[src/rtl/fpu_pkg.sv]
// Shared FPU definitions: field widths, special encodings, FSM states and the
// unpacked operand record used by the sequential subtractor.
package fpu_pkg;

  localparam int FP_DATA_WIDTH = 32;
  localparam int FP_MENT_WIDTH = 23;
  localparam int FP_EXPO_WIDTH = 8;
  localparam int SIG_WIDTH     = FP_MENT_WIDTH + 1;
  localparam int SUM_WIDTH     = SIG_WIDTH + 1;
  localparam int CNT_WIDTH     = 5;
  localparam int ALIGN_CLAMP   = 25;

  localparam logic [FP_DATA_WIDTH-1:0] QNAN    = 32'h7FC0_0000;
  localparam logic [FP_EXPO_WIDTH-1:0] EXP_MAX = 8'hFF;

  typedef enum logic [2:0] {
    IDLE,
    ALIGN,
    OPER,
    NORM,
    DONE
  } state_t;

  typedef struct packed {
    logic                     sign;
    logic [FP_EXPO_WIDTH-1:0] exp;
    logic [SIG_WIDTH-1:0]     sig;
  } operand_t;

  function automatic logic [FP_DATA_WIDTH-1:0] pack_fp(
    input logic                     sign,
    input logic [FP_EXPO_WIDTH-1:0] exp,
    input logic [FP_MENT_WIDTH-1:0] frac
  );
    return {sign, exp, frac};
  endfunction

endpackage

[src/rtl/magnitude_swapper.sv]
// Orders two unpacked operands by magnitude and derives the result sign,
// the effective operation and the clamped exponent difference.
module magnitude_swapper
  import fpu_pkg::*;
(
  input  operand_t                 a_in,
  input  operand_t                 b_in,
  output logic [FP_EXPO_WIDTH-1:0] l_exp_out,
  output logic [SIG_WIDTH-1:0]     l_sig_out,
  output logic [SIG_WIDTH-1:0]     s_sig_out,
  output logic                     sign_res_out,
  output logic                     eff_sub_out,
  output logic [CNT_WIDTH-1:0]     diff_out
);

  logic                     a_ge;
  logic [FP_EXPO_WIDTH-1:0] s_exp;
  logic [FP_EXPO_WIDTH-1:0] exp_diff;

  always_comb begin
    // Ties keep a as the larger operand.
    a_ge         = {a_in.exp, a_in.sig} >= {b_in.exp, b_in.sig};
    l_exp_out    = a_ge ? a_in.exp  : b_in.exp;
    l_sig_out    = a_ge ? a_in.sig  : b_in.sig;
    sign_res_out = a_ge ? a_in.sign : b_in.sign;
    s_exp        = a_ge ? b_in.exp  : a_in.exp;
    s_sig_out    = a_ge ? b_in.sig  : a_in.sig;
    eff_sub_out  = a_in.sign != b_in.sign;
    exp_diff     = l_exp_out - s_exp;
    diff_out     = (exp_diff > FP_EXPO_WIDTH'(ALIGN_CLAMP)) ? CNT_WIDTH'(ALIGN_CLAMP)
                                                          : exp_diff[CNT_WIDTH-1:0];
  end

endmodule

[src/rtl/subtraction_sequential_unit.sv]
// Multi-cycle single-precision subtractor (a - b computed as a + (-b)) with a
// one-bit-per-cycle aligner and normaliser around a shared 25-bit adder.
module subtraction_sequential_unit
  import fpu_pkg::*;
#(
  parameter int DATA_WIDTH = FP_DATA_WIDTH,
  parameter int MENT_WIDTH = FP_MENT_WIDTH,
  parameter int EXPO_WIDTH = FP_EXPO_WIDTH
) (
  input  logic                  clk_in,
  input  logic                  resetn_in,
  input  logic                  in_valid_in,
  output logic                  in_ready_out,
  input  logic [DATA_WIDTH-1:0] floating1_in,
  input  logic [DATA_WIDTH-1:0] floating2_in,
  output logic                  out_valid_out,
  input  logic                  out_ready_in,
  output logic [DATA_WIDTH-1:0] result_out
);

  localparam logic [FP_EXPO_WIDTH-1:0] EXP_TOP = EXP_MAX - 8'd1;

  state_t                   state_q, state_d;
  logic [FP_EXPO_WIDTH-1:0] exp_q, exp_d;
  logic [SIG_WIDTH-1:0]     l_sig_q, l_sig_d;
  logic [SIG_WIDTH-1:0]     s_sig_q, s_sig_d;
  logic [SUM_WIDTH-1:0]     sum_q, sum_d;
  logic [CNT_WIDTH-1:0]     cnt_q, cnt_d;
  logic                     sign_q, sign_d;
  logic                     eff_sub_q, eff_sub_d;
  logic                     out_valid_q, out_valid_d;
  logic [DATA_WIDTH-1:0]    result_q, result_d;

  operand_t                 a_op, b_op;
  logic                     any_nan;
  logic [FP_EXPO_WIDTH-1:0] sw_l_exp;
  logic [SIG_WIDTH-1:0]     sw_l_sig, sw_s_sig;
  logic                     sw_sign, sw_eff_sub;
  logic [CNT_WIDTH-1:0]     sw_diff;

  // Zero exponent flushes the operand to zero; b's sign is flipped here.
  always_comb begin
    a_op.sign = floating1_in[DATA_WIDTH-1];
    a_op.exp  = floating1_in[MENT_WIDTH +: EXPO_WIDTH];
    a_op.sig  = (a_op.exp == '0) ? '0 : {1'b1, floating1_in[MENT_WIDTH-1:0]};
    b_op.sign = ~floating2_in[DATA_WIDTH-1];
    b_op.exp  = floating2_in[MENT_WIDTH +: EXPO_WIDTH];
    b_op.sig  = (b_op.exp == '0) ? '0 : {1'b1, floating2_in[MENT_WIDTH-1:0]};
    any_nan   = (a_op.exp == EXP_MAX) || (b_op.exp == EXP_MAX);
  end

  magnitude_swapper u_swapper (
    .a_in         (a_op),
    .b_in         (b_op),
    .l_exp_out    (sw_l_exp),
    .l_sig_out    (sw_l_sig),
    .s_sig_out    (sw_s_sig),
    .sign_res_out (sw_sign),
    .eff_sub_out  (sw_eff_sub),
    .diff_out     (sw_diff)
  );

  assign in_ready_out  = resetn_in && (state_q == IDLE);
  assign out_valid_out = out_valid_q;
  assign result_out    = result_q;

  always_comb begin
    state_d     = state_q;
    exp_d       = exp_q;
    l_sig_d     = l_sig_q;
    s_sig_d     = s_sig_q;
    sum_d       = sum_q;
    cnt_d       = cnt_q;
    sign_d      = sign_q;
    eff_sub_d   = eff_sub_q;
    out_valid_d = out_valid_q;
    result_d    = result_q;

    case (state_q)
      IDLE: begin
        if (in_valid_in && in_ready_out) begin
          if (any_nan) begin
            result_d    = QNAN;
            out_valid_d = 1'b1;
            state_d     = DONE;
          end else begin
            exp_d     = sw_l_exp;
            l_sig_d   = sw_l_sig;
            s_sig_d   = sw_s_sig;
            sign_d    = sw_sign;
            eff_sub_d = sw_eff_sub;
            cnt_d     = sw_diff;
            state_d   = ALIGN;
          end
        end
      end

      ALIGN: begin
        if (cnt_q != '0) begin
          s_sig_d = s_sig_q >> 1;
          cnt_d   = cnt_q - CNT_WIDTH'(1);
        end
        if (cnt_q <= CNT_WIDTH'(1)) begin
          state_d = OPER;
        end
      end

      OPER: begin
        // L >= S in magnitude, so the subtract never borrows.
        sum_d   = eff_sub_q ? ({1'b0, l_sig_q} - {1'b0, s_sig_q})
                            : ({1'b0, l_sig_q} + {1'b0, s_sig_q});
        state_d = NORM;
      end

      NORM: begin
        if (sum_q[SUM_WIDTH-1]) begin
          result_d    = (exp_q == EXP_TOP) ? pack_fp(sign_q, EXP_MAX, '0)
                                           : pack_fp(sign_q, exp_q + 8'd1, sum_q[SIG_WIDTH-1:1]);
          out_valid_d = 1'b1;
          state_d     = DONE;
        end else if (sum_q == '0) begin
          result_d    = '0;
          out_valid_d = 1'b1;
          state_d     = DONE;
        end else if (sum_q[SIG_WIDTH-1]) begin
          result_d    = pack_fp(sign_q, exp_q, sum_q[FP_MENT_WIDTH-1:0]);
          out_valid_d = 1'b1;
          state_d     = DONE;
        end else if (exp_q == 8'd1) begin
          result_d    = '0;
          out_valid_d = 1'b1;
          state_d     = DONE;
        end else begin
          sum_d = {sum_q[SUM_WIDTH-2:0], 1'b0};
          exp_d = exp_q - 8'd1;
        end
      end

      DONE: begin
        if (out_ready_in) begin
          out_valid_d = 1'b0;
          state_d     = IDLE;
        end
      end

      default: state_d = IDLE;
    endcase
  end

  always_ff @(posedge clk_in) begin
    if (!resetn_in) begin
      state_q     <= IDLE;
      exp_q       <= '0;
      l_sig_q     <= '0;
      s_sig_q     <= '0;
      sum_q       <= '0;
      cnt_q       <= '0;
      sign_q      <= 1'b0;
      eff_sub_q   <= 1'b0;
      out_valid_q <= 1'b0;
      result_q    <= '0;
    end else begin
      state_q     <= state_d;
      exp_q       <= exp_d;
      l_sig_q     <= l_sig_d;
      s_sig_q     <= s_sig_d;
      sum_q       <= sum_d;
      cnt_q       <= cnt_d;
      sign_q      <= sign_d;
      eff_sub_q   <= eff_sub_d;
      out_valid_q <= out_valid_d;
      result_q    <= result_d;
    end
  end

endmodule

[config.mk]
export PLATFORM = sky130hd
export DESIGN_NAME = subtraction_sequential_unit
export DESIGN_NICKNAME = d
export VERILOG_FILES = /design/src/rtl/fpu_pkg.sv /design/src/rtl/magnitude_swapper.sv /design/src/rtl/subtraction_sequential_unit.sv
export SDC_FILE = /design/constraint.sdc
export NUM_CORES = 1
export LEC_CHECK = 0
export ABC_AREA = 1
export CELL_PAD_IN_SITES_DETAIL_PLACEMENT = 1
export CELL_PAD_IN_SITES_GLOBAL_PLACEMENT = 1
export CORE_MARGIN = 5
export CORE_UTILIZATION = 44
export CTS_CLUSTER_SIZE = 12
export DETAILED_ROUTE_END_ITERATION = 8
export PLACE_DENSITY_LB_ADDON = 0.1
export RECOVER_POWER = 50
export SYNTH_ARGS = -nofsm -noshare
export SYNTH_HDL_FRONTEND = slang
export SYNTH_SLANG_ARGS = --single-unit
[constraint.sdc]
create_clock -name clk_in -period 6.95 [get_ports clk_in]
set_input_delay 0.695 -clock clk_in [delete_from_list [all_inputs] [get_ports clk_in]]
set_output_delay 0.695 -clock clk_in [all_outputs]
set_load 0.01 [all_outputs]
Yosys cells after proc, flatten, opt, wreduce, memory -nomap -nowiden
Cells that the tools add are included.

Register bits: 124. Latch bits: 0. Bits in writable memories: 0. Memory bits (read-only): 0. Input bits: 68. Output and inout port bits: 34. Logic and storage cells: 117. Memories kept: 0.

Add/sub/neg operators: 6. $mul: 0. Div/mod/pow operators: 0. $lt $le $gt $ge: 3. Equal/unequal tests: 20. Shifts and indexed selects: 0. Mux-type cells: 54. Bitwise operators: 2. Reduce and logical (&&, ||, !) cells: 20.

Operators with widths (number): $mux 24 (10); $mux 32 (6); $mux 8 (8); $pmux 32 s2 (1); $mux 25 (2); $pmux 25 s2 (1); $pmux 24 s2 (1); $ge 32x32->1 (1); $mux 31 (1); $add 24x24->25 (1); $logic_not 25->1 (1); $sub 24x24->25 (1); $eq 8x8->1 const B (3); $mux 3 (8); $mux 5 (4); $ne 2x2->1 const B (9); $logic_not 8->1 (2); $pmux 8 s2 (1); $pmux 3 s5 (1); $reduce_and 4->1 (3); $pmux 5 s2 (1); $reduce_and 5->1 (2); $add 8x1->8 const B (1); $eq 8x1->1 const B (1); other kinds (22) (35).

Depth between registers and ports, before layout
Depth in word-level cells: 10. Gate-level depth with buffers: 29. Depth with buffers taken out: 29.

Hierarchy
From an unflattened synthesis, not the netlist that was laid out.

Cell total of the unflattened synthesis: 1921. Area total of the unflattened synthesis: 11023.1 µm².

By module, submodules not included: subtraction_sequential_unit (instances 1, cells each 1552, area each 9091.2 µm²); magnitude_swapper (instances 1, cells each 369, area each 1931.9 µm²).

Worst setup path before layout
Ideal clock, no wire load.

Path kind: in2reg. Start: input port floating1_in[29]. End: register cnt_q[4]. Arrival time: 3479 ps. Path slack: 3341 ps. Stages: 26. Cell sequence: inv_1 -> nand4_1 -> nor2_1 -> clkbuf_1 -> nor2_1 -> ha_1 -> nand2_1 -> nand2_1 -> nand2_1 -> nand2_1 -> nand2_1 -> nand2_1 -> a21oi_4 -> nand2_8 -> nand2_4 -> nand3_4 -> nand2_2 -> nand2_2 -> nand2_1 -> nand3_1 -> nand2_1 -> nand2_1 -> nor2_4 -> nand4_1 -> nand2_1 -> a21oi_2.

Word-level cells in the longest chain between the ends: 10. Elaborated cells on any way between the ends: 15.

Ends and longest elaborated chain: start, declared (line subtraction_sequential_unit.sv:14) `input logic [DATA_WIDTH-1:0] floating1_in,`; $logic_not 8->1 (line subtraction_sequential_unit.sv:45) `a_op.sig = (a_op.exp == '0) ? '0 : {1'b1, floating1_in[MENT_WIDTH-1:0]};`; $mux 24 (line subtraction_sequential_unit.sv:45); $ge 32x32->1 (line magnitude_swapper.sv:22) `a_ge = {a_in.exp, a_in.sig} >= {b_in.exp, b_in.sig};`; $mux 8 (on tied branches) (line magnitude_swapper.sv:23, magnitude_swapper.sv:26); $sub 8x8->8 (line magnitude_swapper.sv:29) `exp_diff = l_exp_out - s_exp;`; $gt 8x5->1 (line magnitude_swapper.sv:30) `diff_out = (exp_diff > FP_EXPO_WIDTH'(ALIGN_CLAMP)) ? CNT_WIDTH'(ALIGN_CLAMP)`; $mux 5 (line magnitude_swapper.sv:30); $mux 5 (line subtraction_sequential_unit.sv:82) `if (any_nan) begin`; $mux 5 (line subtraction_sequential_unit.sv:81) `if (in_valid_in && in_ready_out) begin`; $pmux 5 s2 (line subtraction_sequential_unit.sv:79) `case (state_q)`; end signal, assigned (line subtraction_sequential_unit.sv:168) `cnt_q <= cnt_d;`; end, declared (line subtraction_sequential_unit.sv:28) `logic [CNT_WIDTH-1:0] cnt_q, cnt_d;`.

Parallel ways exist; a longest one is shown, timed or not. The select of a mux whose other input is x is not followed. A chain may end at the register's enable or synchronous reset.

Worst setup path after layout
Start: input port resetn_in. End: register result_q[17] (netlist: result_out[17]).

Word-level cells in the longest chain between the ends: 4.

Ends and longest elaborated chain: start, declared (line subtraction_sequential_unit.sv:11) `input logic resetn_in,`; $logic_and 1x1->1 (line subtraction_sequential_unit.sv:63) `assign in_ready_out = resetn_in && (state_q == IDLE);`; $logic_and 1x1->1 (line subtraction_sequential_unit.sv:81); $ne 2x1->1 (no source line); $reduce_and 4->1 (no source line); end signal, assigned (line subtraction_sequential_unit.sv:172) `result_q <= result_d;`; end, declared (line subtraction_sequential_unit.sv:32) `logic [DATA_WIDTH-1:0] result_q, result_d;`.

Parallel ways exist; a longest one is shown, timed or not.

==> metrics.md <==
| Metric | Value |
|---|---|
| Congestion Overflow GR | `0` |
| Total Routing Usage GR | `26.85%` |
| Vias/cell | `5.662` |
| WP data required | `7.21 ns` |
| Clk sinks | `124` |
| CTS root buffer | `clkbuf_16` |
| Clock network fraction of total power | `18.8%` |
| Max-cap violations | `1` |
| Ratio of cells with drive above 1 in the final layout | `6.312%` |
| Final setup viols | `0` |
| Latest clock arrival within the worst-skew pair | `0.43 ns` |
| CTS tree | `done` |
| Wirelength per Cell | `18.31 microns` |
| First-pass GRT wire length | `53410 microns` |
| Critical Path AT | `5.94 ns` |
| Clock skew | `0.01349 ns` |
| Max FO, Critical Path | `64` |
| Mean Syn Cell Area | `6.528 sq um` |
| Tmin final | `5.675 ns` |
| Final Non-Filler Cells | `1796` |
| H-tree Lvls | `4` |
| Met2 Usage GRT | `43.81%` |
| IO Count | `102` |
| Most common flop cell mapped by yosys | `dfxtp_1` |
| Hold Vio Cnt, Final | `0` |
| Final antenna-violating net count | `0` |
| Routed wire length | `32890 microns` |
| Slew margin rel. | `-82.91%` |
| Synth Instances | `1442` |
| Status | `finished with violations` |
| Die height | `156.3 microns` |
| Net count, final | `1641` |
| GPL Wtd Cong | `0.9100` |
| Sequential standard cell area | `2482 sq um` |
| Die Footprint | `24420 sq um` |
| Most frequent cells in the layout | `252 x nand2_1, 182 x inv_1, 180 x a21oi_1` |
| Mapped Area | `9414 sq um` |
| DP Wirelength | `24970 microns` |
| Multi-input combinational cell area | `5932 sq um` |
| DP Cell Count | `1764` |
| Crit path launch type | `input port` |
| Met3 usage | `3.014%` |
| Power per Cell Area | `440.6 nW/um^2` |
| Most common cell after layout, fill and taps aside | `nand2_1` |
| Distinct cells, synth | `49` |
| Internal | `2.488 mW` |
| Design Area, Final | `11160 sq um` |
| CTS Buffer Depth | `2` |
| Violated checks | `max-capacitance violations, max-slew violations` |
| Worst Hold Class | `flop to flop` |
| Pleak | `5.139 nW` |
| Fill count | `2797` |
| Period utilization | `81.65%` |
| Sw Pwr | `2.429 mW` |
| Largest net degree at the start of global routing | `83` |
| Initial antenna violation count | `1` |
| Post-cts resize count | `0` |
| Sw Ratio | `49.40%` |
| Seq cells post-synth | `124` |
| Port Buffer Count | `101` |
| Initial Utilization | `44.78%` |
| Post-layout util | `53.10%` |
| Post-CTS setup buffer count | `0` |
| Number of CTS-inserted buffers | `17` |
| Slew @ Worst Pin | `2.744 ns` |
| Comb pwr share | `57.7%` |
| Sequential share of power | `23.5%` |
| RSZ-0062 raised after global routing | `false` |
| Number of global-route vias before repair | `10.25k` |
| Ant. Diodes | `0` |
| Clock Pin Slew Worst Setup and Hold Paths | `0.06 ns` |
| Crit Path Category | `input port to flop` |
| Layer with the highest usage | `met2` |
| Register area share after synthesis | `26.37%` |
| TNS Setup | `0 ns` |
| Met1 GRT Util | `37.72%` |
| DRC errors left | `0` |
| Post-DP Area | `10590 sq um` |
| Syn nets | `1575` |
| Post-synth EDFFs | `0` |
| Slew Limit Fails | `63` |
| Row cnt | `53` |
| Area Overhead vs Synth | `18.57%` |
| Initial DRC Count | `567` |
| Post-synth ARST share | `0%` |
| Design Power | `4.918 mW` |
| Pre-Repair DR Iteration Count | `8` |
| Vias | `10.17k` |
| Worst IR Drop VDD | `0.1881 mV` |
| Nature of the critical path endpoint | `flop` |
| Width of the die | `156.3 microns` |
| YS warnings | `0` |
| Hold buffers post-CTS | `0` |
| Fmax | `176.2 MHz` |
| Core Area | `21020 sq um` |
cells in the mapped netlist, types with 6 or more instances:
master,count,area [sq um]
nor2_1,133,499.2
nor3_1,16,80.08
clkinv_1,6,22.52
inv_1,180,675.7
ha_1,64,800.8
xnor2_1,10,87.58
inv_2,8,30.03
buf_2,13,65.06
nand2_2,9,56.30
a31oi_1,29,181.4
nand3_1,54,270.3
or2_2,17,106.4
a22oi_1,15,112.6
o211ai_1,14,105.1
nand2_1,252,945.9
nor4_1,8,50.05
clkbuf_1,47,176.4
o22ai_1,18,112.6
a221oi_1,24,210.2
nand4_1,25,156.4
dfxtp_1,124,2482
xor2_1,20,175.2
o21ai_1,7,35.03
o21ai_0,115,575.6
a21oi_1,179,895.9
layout make-up:
cell class / instances / share of cell area [%]
multi-input cells: 1060 / 53.14
flip-flops and latches: 124 / 22.24
repair buffers: 111 / 9.651
inverters: 194 / 6.524
clock buffers: 18 / 3.935
well taps: 275 / 3.083
clock inverters: 14 / 1.424
registers in the layout, indices dropped and copies added, names as in the netlist, 3 cells and up:
signal	flops
s_sig_q	24
l_sig_q	24
cnt_q	5
result_out	32
state_q	3
exp_q	8
sum_q	25
per-stage QoR:
| step | setup slack, ns | hold WS [ns] |
|---|---|---|
| 6_report | 1.275 | 0.4572 |
| 5_1_grt | 0.9140 | 0.4735 |
| 4_1_cts | 1.845 | 0.4647 |
| 3_5_place_dp | 1.420 | 0.4559 |
| 3_3_place_gp | 1.536 | 0.4503 |
| 2_1_floorplan | 3.341 | 0.4665 |
layer usage:
layer	routed length, microns	vias up	part of all wire (%)
met1	15870	4856	48
met3	1406	34	4.3
li1	-	5046	-
met4	544	2	1.7
met5	13	-	0.040
met2	15050	231	46
power by group through the flow:
stage | Clock (mW) | Combinational (mW) | Sequential, mW
2_1_floorplan | 0 | 2.11 | 1.09
5_1_grt | 0.959 | 3.23 | 1.18
3_3_place_gp | 0 | 2.72 | 1.16
3_5_place_dp | 0 | 2.81 | 1.16
6_report | 0.923 | 2.84 | 1.16
4_1_cts | 0.928 | 2.86 | 1.15
kinds of logic after synthesis:
| kind of cell | Yosys count | synth area share [%] |
|---|---|---|
| simple gates | 532 | 25.08 |
| fa+ha+maj | 65 | 8.719 |
| xor+xnor | 30 | 2.791 |
| flops | 124 | 26.37 |
| buf+inv | 258 | 10.54 |
| compound gates | 433 | 26.50 |
worst paths after layout:
path | end | from | cells past startpoint | slack (ns)
worst max-delay path | result_out[17]$_SDFFE_PN0P_ | resetn_in | 16 | 1.28
worst min-delay path | result_out[20]$_SDFFE_PN0P_ | result_out[20]$_SDFFE_PN0P_ | 2 | 0.46
worst max register to register | sum_q[23]$_SDFFE_PN0P_ | eff_sub_q$_SDFFE_PN0P_ | 20 | 2.47
worst min register to register | result_out[20]$_SDFFE_PN0P_ | result_out[20]$_SDFFE_PN0P_ | 2 | 0.46
worst max-delay path, stage by stage:
cell and delay, ns:
buf_2 0.07, clkbuf_1 1.92, inv_2 -0.02, buf_4 0.43, nor2_1 0.27, nand2_1 0.15
inv_1 0.13, nor2_1 0.08, a21oi_1 0.13, clkinv_1 0.13, nor2_1 0.18, o211ai_1 0.21
nor2_1 0.71, inv_2 0.41, a22oi_1 0.28, nor2_1 0.10
(Power assumes the default switching activity.)
